--- src/rtl/add_share_arbiter.sv ---
// -----------------------------------------------------------------------------
// add_share_arbiter
//
// Shares one W-bit adder (add, addi, lw/sw address generation) among NREQ
// requesters. One request is granted per cycle; its sum is captured in a
// registered response stage, which holds until the consumer accepts it.
// A new request can be accepted in the same cycle the old response drains.
//
// Configuration macro:
//   ADD_SHARE_ARB_RR_EN  defined   -> round-robin grant, pointer resets to 0
//                        undefined -> fixed priority, lowest index wins
//
// Ports:
//   clk        rising-edge clock
//   rst_n      asynchronous active-low reset
//   req_valid  [NREQ]    per-requester request valid
//   req_ready  [NREQ]    per-requester accept (combinational, one-hot or zero)
//   req_op     [2*NREQ]  per-requester opcode: 00 add, 01 addi, 10 lw, 11 sw
//   req_a      [W*NREQ]  per-requester operand A
//   req_b      [W*NREQ]  per-requester operand B (op 00 only)
//   req_imm    [16*NREQ] per-requester immediate (op != 00)
//   rsp_valid  response valid
//   rsp_ready  consumer accepts response
//   rsp_id     [2]  owning requester index
//   rsp_op     [2]  opcode of the response
//   rsp_data   [W]  sum modulo 2^W
//   rsp_ovf    signed overflow for add/addi, 0 for lw/sw
// -----------------------------------------------------------------------------
module add_share_arbiter #(
  parameter int NREQ = 3,
  parameter int W    = 32
) (
  input  logic                 clk,
  input  logic                 rst_n,
  input  logic [NREQ-1:0]      req_valid,
  output logic [NREQ-1:0]      req_ready,
  input  logic [2*NREQ-1:0]    req_op,
  input  logic [W*NREQ-1:0]    req_a,
  input  logic [W*NREQ-1:0]    req_b,
  input  logic [16*NREQ-1:0]   req_imm,
  output logic                 rsp_valid,
  input  logic                 rsp_ready,
  output logic [1:0]           rsp_id,
  output logic [1:0]           rsp_op,
  output logic [W-1:0]         rsp_data,
  output logic                 rsp_ovf
);

  typedef enum logic {
    ST_IDLE = 1'b0,
    ST_FULL = 1'b1
  } state_t;

  state_t         r_state;
  state_t         w_next_state;

  logic           w_accept;
  logic           w_grant_vld;
  logic [1:0]     w_grant_idx;
  logic           w_load;

  logic [1:0]     w_op;
  logic [W-1:0]   w_a;
  logic [W-1:0]   w_rb;
  logic [15:0]    w_imm;
  logic [W-1:0]   w_b;
  logic [W-1:0]   w_sum;
  logic           w_ovf;

  logic [1:0]     r_id;
  logic [1:0]     r_op;
  logic [W-1:0]   r_data;
  logic           r_ovf;

`ifdef ADD_SHARE_ARB_RR_EN
  logic [1:0]     r_ptr;
`endif

  // The response slot can take a new result if it is empty or draining now.
  assign w_accept = (r_state == ST_IDLE) || rsp_ready;

  // NOTE: every signal driven here gets a default first so no latch is inferred
  // on paths where no requester matches.
  always_comb begin
    w_grant_vld = 1'b0;
    w_grant_idx = '0;
`ifdef ADD_SHARE_ARB_RR_EN
    // First pass: indices at or above the pointer. The second pass below then
    // only ever picks an index under the pointer, which gives the wrap-around.
    for (int i = 0; i < NREQ; i++) begin
      if (!w_grant_vld && req_valid[i] && (2'(i) >= r_ptr)) begin
        w_grant_vld = 1'b1;
        w_grant_idx = 2'(i);
      end
    end
`endif
    for (int i = 0; i < NREQ; i++) begin
      if (!w_grant_vld && req_valid[i]) begin
        w_grant_vld = 1'b1;
        w_grant_idx = 2'(i);
      end
    end
  end

  assign w_load = w_accept && w_grant_vld;

  // Gated by rst_n so no requester sees a handshake while reset is held.
  always_comb begin
    req_ready = '0;
    for (int i = 0; i < NREQ; i++) begin
      req_ready[i] = rst_n && w_load && (w_grant_idx == 2'(i));
    end
  end

  // Operand mux for the granted requester.
  always_comb begin
    w_op  = '0;
    w_a   = '0;
    w_rb  = '0;
    w_imm = '0;
    for (int i = 0; i < NREQ; i++) begin
      if (w_grant_idx == 2'(i)) begin
        w_op  = req_op[2*i +: 2];
        w_a   = req_a[W*i +: W];
        w_rb  = req_b[W*i +: W];
        w_imm = req_imm[16*i +: 16];
      end
    end
  end

  assign w_b   = (w_op == 2'b00) ? w_rb : {{(W-16){w_imm[15]}}, w_imm};
  assign w_sum = w_a + w_b;
  // Same-sign operands producing an opposite-sign sum; meaningless for lw/sw.
  assign w_ovf = !w_op[1] && (w_a[W-1] == w_b[W-1]) && (w_sum[W-1] != w_a[W-1]);

  always_comb begin
    w_next_state = r_state;
    if (w_load) begin
      w_next_state = ST_FULL;
    end else if ((r_state == ST_FULL) && rsp_ready) begin
      w_next_state = ST_IDLE;
    end
  end

  // NOTE: sequential state uses non-blocking assignments only, so every
  // register samples pre-edge values regardless of statement order.
  always_ff @(posedge clk or negedge rst_n) begin
    if (!rst_n) begin
      r_state <= ST_IDLE;
    end else begin
      r_state <= w_next_state;
    end
  end

  // NOTE: the response payload is reset too, since rsp_data is observable
  // and must read zero after reset even though rsp_valid is low.
  always_ff @(posedge clk or negedge rst_n) begin
    if (!rst_n) begin
      r_id   <= '0;
      r_op   <= '0;
      r_data <= '0;
      r_ovf  <= 1'b0;
    end else if (w_load) begin
      r_id   <= w_grant_idx;
      r_op   <= w_op;
      r_data <= w_sum;
      r_ovf  <= w_ovf;
    end
  end

`ifdef ADD_SHARE_ARB_RR_EN
  always_ff @(posedge clk or negedge rst_n) begin
    if (!rst_n) begin
      r_ptr <= '0;
    end else if (w_load) begin
      r_ptr <= (w_grant_idx == 2'(NREQ-1)) ? 2'd0 : w_grant_idx + 2'd1;
    end
  end
`endif

  assign rsp_valid = (r_state == ST_FULL);
  assign rsp_id    = r_id;
  assign rsp_op    = r_op;
  assign rsp_data  = r_data;
  assign rsp_ovf   = r_ovf;

endmodule

--- config.mk ---
export PLATFORM = sky130hd
export DESIGN_NAME = add_share_arbiter
export DESIGN_NICKNAME = d
export VERILOG_FILES = /design/src/rtl/add_share_arbiter.sv
export SDC_FILE = /design/constraint.sdc
export NUM_CORES = 1
export LEC_CHECK = 0
export BUFFER_PORTS_ARGS = -buffer_cell sky130_fd_sc_hd__buf_2
export CORE_AREA = 4 4 111 113
export DETAILED_ROUTE_END_ITERATION = 8
export DIE_AREA = 0 0 115 117
export GPL_TIMING_DRIVEN = 1
export PLACE_DENSITY = 0.87
export SYNTH_ARGS = -nofsm -noshare
export SYNTH_HDL_FRONTEND = slang
export SYNTH_SLANG_ARGS = --single-unit
--- constraint.sdc ---
create_clock -name clk -period 2.7 [get_ports clk]
set_clock_uncertainty 0.05 [all_clocks]
set_input_delay 0.27 -clock clk [delete_from_list [all_inputs] [get_ports clk]]
set_output_delay 0.27 -clock clk [all_outputs]
set_load 0.005 [all_outputs]
==> flow_summary_export.csv <==
group,metric,value,unit
global_route,grt_max_degree,42,
floorplan,ios,293,
route,ant_nets,0,
route,wirelength,25.6,mm
setup_path,crit_arrival,3.70,ns
clock_tree,clk_pin_slew,0.06,ns
setup_path,crit_type,"input port to register",
logic_synthesis,syn-mean-instance-area,7.77,µm²
flow_run,drv_cap,0,
logic_synthesis,synth_edf_count,0,
floorplan,core,11300,µm²
logic_synthesis,synth.top_cell.area_share,18.8,%
clock_tree,cts.sinks,38,
clock_tree,cts_tree,"built",
logic_synthesis,netlist.top_cell.by_area,"dfrtp_1",
logic_synthesis,synthDistinctLibCells,61,
power,cellPowerDensity,549,nW/µm²
route,wl_per_cell,21.1,µm
setup_path,start_kind,"input port",
sta,tightest_slew,0.754,ns
logic_synthesis,synth_nets,934,
power,leakage,4.43,nW
clock_tree,ctsRootBufferMaster,"clkbuf_16",
clock_tree,numCtsBuffers,5,
logic_synthesis,syn-instance-count,650,
logic_synthesis,syn-cell-area,5050,µm²
route,via_per_inst,6.02,
route,drc_errors,0,
global_route,gr-total-overflow,0,
sta,finalSetupTns,-19.69,ns
logic_synthesis,ys_ff_latch,38,
global_route,antenna_found_initial,3,
final_layout,area_delta_synth_final,67.0,%
final_layout,nNetsFinal,1351,
setup_path,critPathCaptureType,"register",
power,ir_drop,0.000526,V
global_route,grt_pass1_wl,32.7,mm
sta,setup_viol,30,
floorplan,rows,39,
logic_synthesis,synth_area_leaders,"dfrtp_1 19%, mux2i_1 13%, o21ai_0 8.1%",
final_layout,fin_cells,1216,
clock_tree,clk-insertion-delay-late,0.28,ns
place,placed_cells,1178,
route,drtPass1Iterations,8,
global_route,grtUsageTotal,30.7,%
sta,relSlewSlack,49.3,%
sta,rsz0062_at_grt,"true",
setup_path,cp.required,2.79,ns
logic_synthesis,synth_ff_type,"dfrtp_1",
sta,setup_slack,-0.911,ns
route,via_count,7318,
floorplan,initial_core_util,44.6,%
logic_synthesis,ys_seq_area_share,18.8,%
clock_tree,ctsHoldBuffers,0,
global_route,grt_pass1_vias,6420,
sta,finalMaxSlewViolations,0,
route,drt_iter0_markers,899,
floorplan,die_y,117,µm
floorplan,die_area,13500,µm²
min_path,min_path_type,"input port to async pin",
floorplan,die_w,115,µm
sta,max_freq,277,MHz
setup_path,cp_max_fo,8,
run_status,violations,"negative setup slack",
place,port_buffers,292,
final_layout,drive_above_1_share,51.6,%
clock_tree,htreeDepth,2,
place,dpl.hpwl,18.0,mm
sta,layout_min_cycle_time,3.61,ns
sta,hold_viol_final,0,
logic_synthesis,postSynth.asyncResetShare,100,%
clock_tree,clk_path_buf_depth,2,
place,place_congestion,0.954,
logic_synthesis,yosysWarningCount,0,
sta,finalCritPeriodShare,134,%
run_status,status,"finished, violations left",
==> cells in the mapped netlist (5+ instances only) <==
| master | instances |
|---|---|
| nand2_1 | 95 |
| o21ai_0 | 82 |
| a21oi_1 | 66 |
| mux2i_1 | 64 |
| nor2_1 | 46 |
| dfrtp_1 | 38 |
| ha_1 | 31 |
| clkbuf_1 | 23 |
| mux4_2 | 15 |
| nand3_1 | 15 |
| nand4_1 | 12 |
| inv_1 | 11 |
| xnor2_1 | 11 |
| a21o_1 | 10 |
| xor2_1 | 10 |
| buf_2 | 9 |
| buf_4 | 7 |
| nor3_1 | 7 |
| o211ai_1 | 7 |
| o21a_1 | 7 |
| nand2b_1 | 6 |
| o21bai_1 | 5 |
| o22ai_1 | 5 |
| o31ai_1 | 5 |
==> power by group <==
group          internal, mW  leakage, nW  switching, mW
registers             0.769        0.460          0.117
logic                  1.48         3.89           1.60
clock network         0.436       0.0771          0.228
total                  2.68         4.43           1.95
==> metal layers <==
metal  track usage, %  routed length, µm  vias up
li1                 -                  -     3250
met1             40.3               9220     3334
met2             51.6              11900      575
met3             6.48               2900      159
met4             8.29               1560        0
met5                0                  0        -
==> flip-flops by register name, indices dropped and copies added (netlist names) <==
name and cells:
rsp_ovf 1, rsp_id 2, rsp_data 32, rsp_valid 1, rsp_op 2
==> kinds of logic after synthesis <==
family	after synthesis	synth area share, %
AOI/OAI and AO/OA	226	27.5
and+or+nand+nor	199	17.3
muxes	79	19.4
buffers and inverters	55	5.23
DFF	38	18.8
adders and majority gates	32	8.08
xor gates and xnor gates	21	3.64
==> layout make-up <==
type | count | area (µm²)
clock inverter | 2 | 37.5
tap | 143 | 179
fill | 777 | 2890
timing repair buffer | 454 | 2840
clock buffer | 6 | 129
antenna | 5 | 12.5
inverter | 11 | 41.3
sequential | 38 | 951
multi-input combinational | 557 | 4240
==> worst paths after layout <==
check,startpoint,slack [ns],end,depth (start not counted)
max,req_valid[0],-0.91,rsp_data[14]$_DFFE_PN0P_,20
min,rst_n,0.05,rsp_data[25]$_DFFE_PN0P_,2
max reg2reg,rsp_valid$_DFFE_PN0P_,1.07,rsp_data[11]$_DFFE_PN0P_,4
min reg2reg,rsp_data[27]$_DFFE_PN0P_,0.42,rsp_data[27]$_DFFE_PN0P_,2
max in group asynchronous,rst_n,2.22,rsp_data[17]$_DFFE_PN0P_,2
min in group clk,req_valid[2],0.19,rsp_valid$_DFFE_PN0P_,3
==> placed cells by master (no fill, tap or decap), types with 7 or more instances in the layout <==
master,netlist,final
o211ai_1,7,7
mux4_2,15,15
mux2i_1,64,61
ha_1,31,27
buf_4,7,144
o21ai_0,82,70
a21oi_1,66,52
inv_1,11,10
nor2_2,0,7
clkbuf_16,0,7
xnor2_1,11,7
dfrtp_1,38,38
o21a_1,7,7
xor2_1,10,9
nand4_1,12,12
o21ai_1,4,11
a21oi_2,2,11
buf_6,1,10
buf_2,9,290
nand3_1,15,15
nor2_1,46,37
nand2_1,95,93
a21o_1,10,10
==> critical path: stages <==
cell	delay, ns
buf_6	0.11
nand2b_4	0.15
o22a_1	0.21
o2bb2ai_4	0.15
buf_12	0.15
buf_6	0.14
mux4_2	0.30
nor2_2	0.14
a21oi_1	0.10
ha_1	0.43
nand4_1	0.20
buf_4	0.18
buf_4	0.12
buf_4	0.13
buf_6	0.11
a21oi_4	0.16
a41o_1	0.23
a21oi_2	0.08
xor2_1	0.21
o21ai_0	0.11
==> through the flow <==
stage / power, mW / area [µm²] / worst slack, ns / hold slack, ns / utilization (%)
floorplan: 2.18 / 5110 / -0.826 / -0.0756 / -
global placement: 3.30 / 7600 / -0.918 / 0.352 / 67.1
detailed placement: 3.37 / 7600 / -1.02 / 0.350 / 67.1
CTS: 4.18 / 8000 / -0.638 / 0.0587 / 70.7
global route: 4.86 / 8420 / -1.08 / 0.0907 / 74.3
finish: 4.63 / 8430 / -0.911 / 0.0470 / 74.5
==> repair_timing <==
item,4_1_cts,5_1_grt
resized for setup,37,56
buffers inserted,10,14
cloned,0,2
pin swaps,22,30
setup endpoints to repair,28,30
No activity file was read; power rests on OpenSTA's default activity.
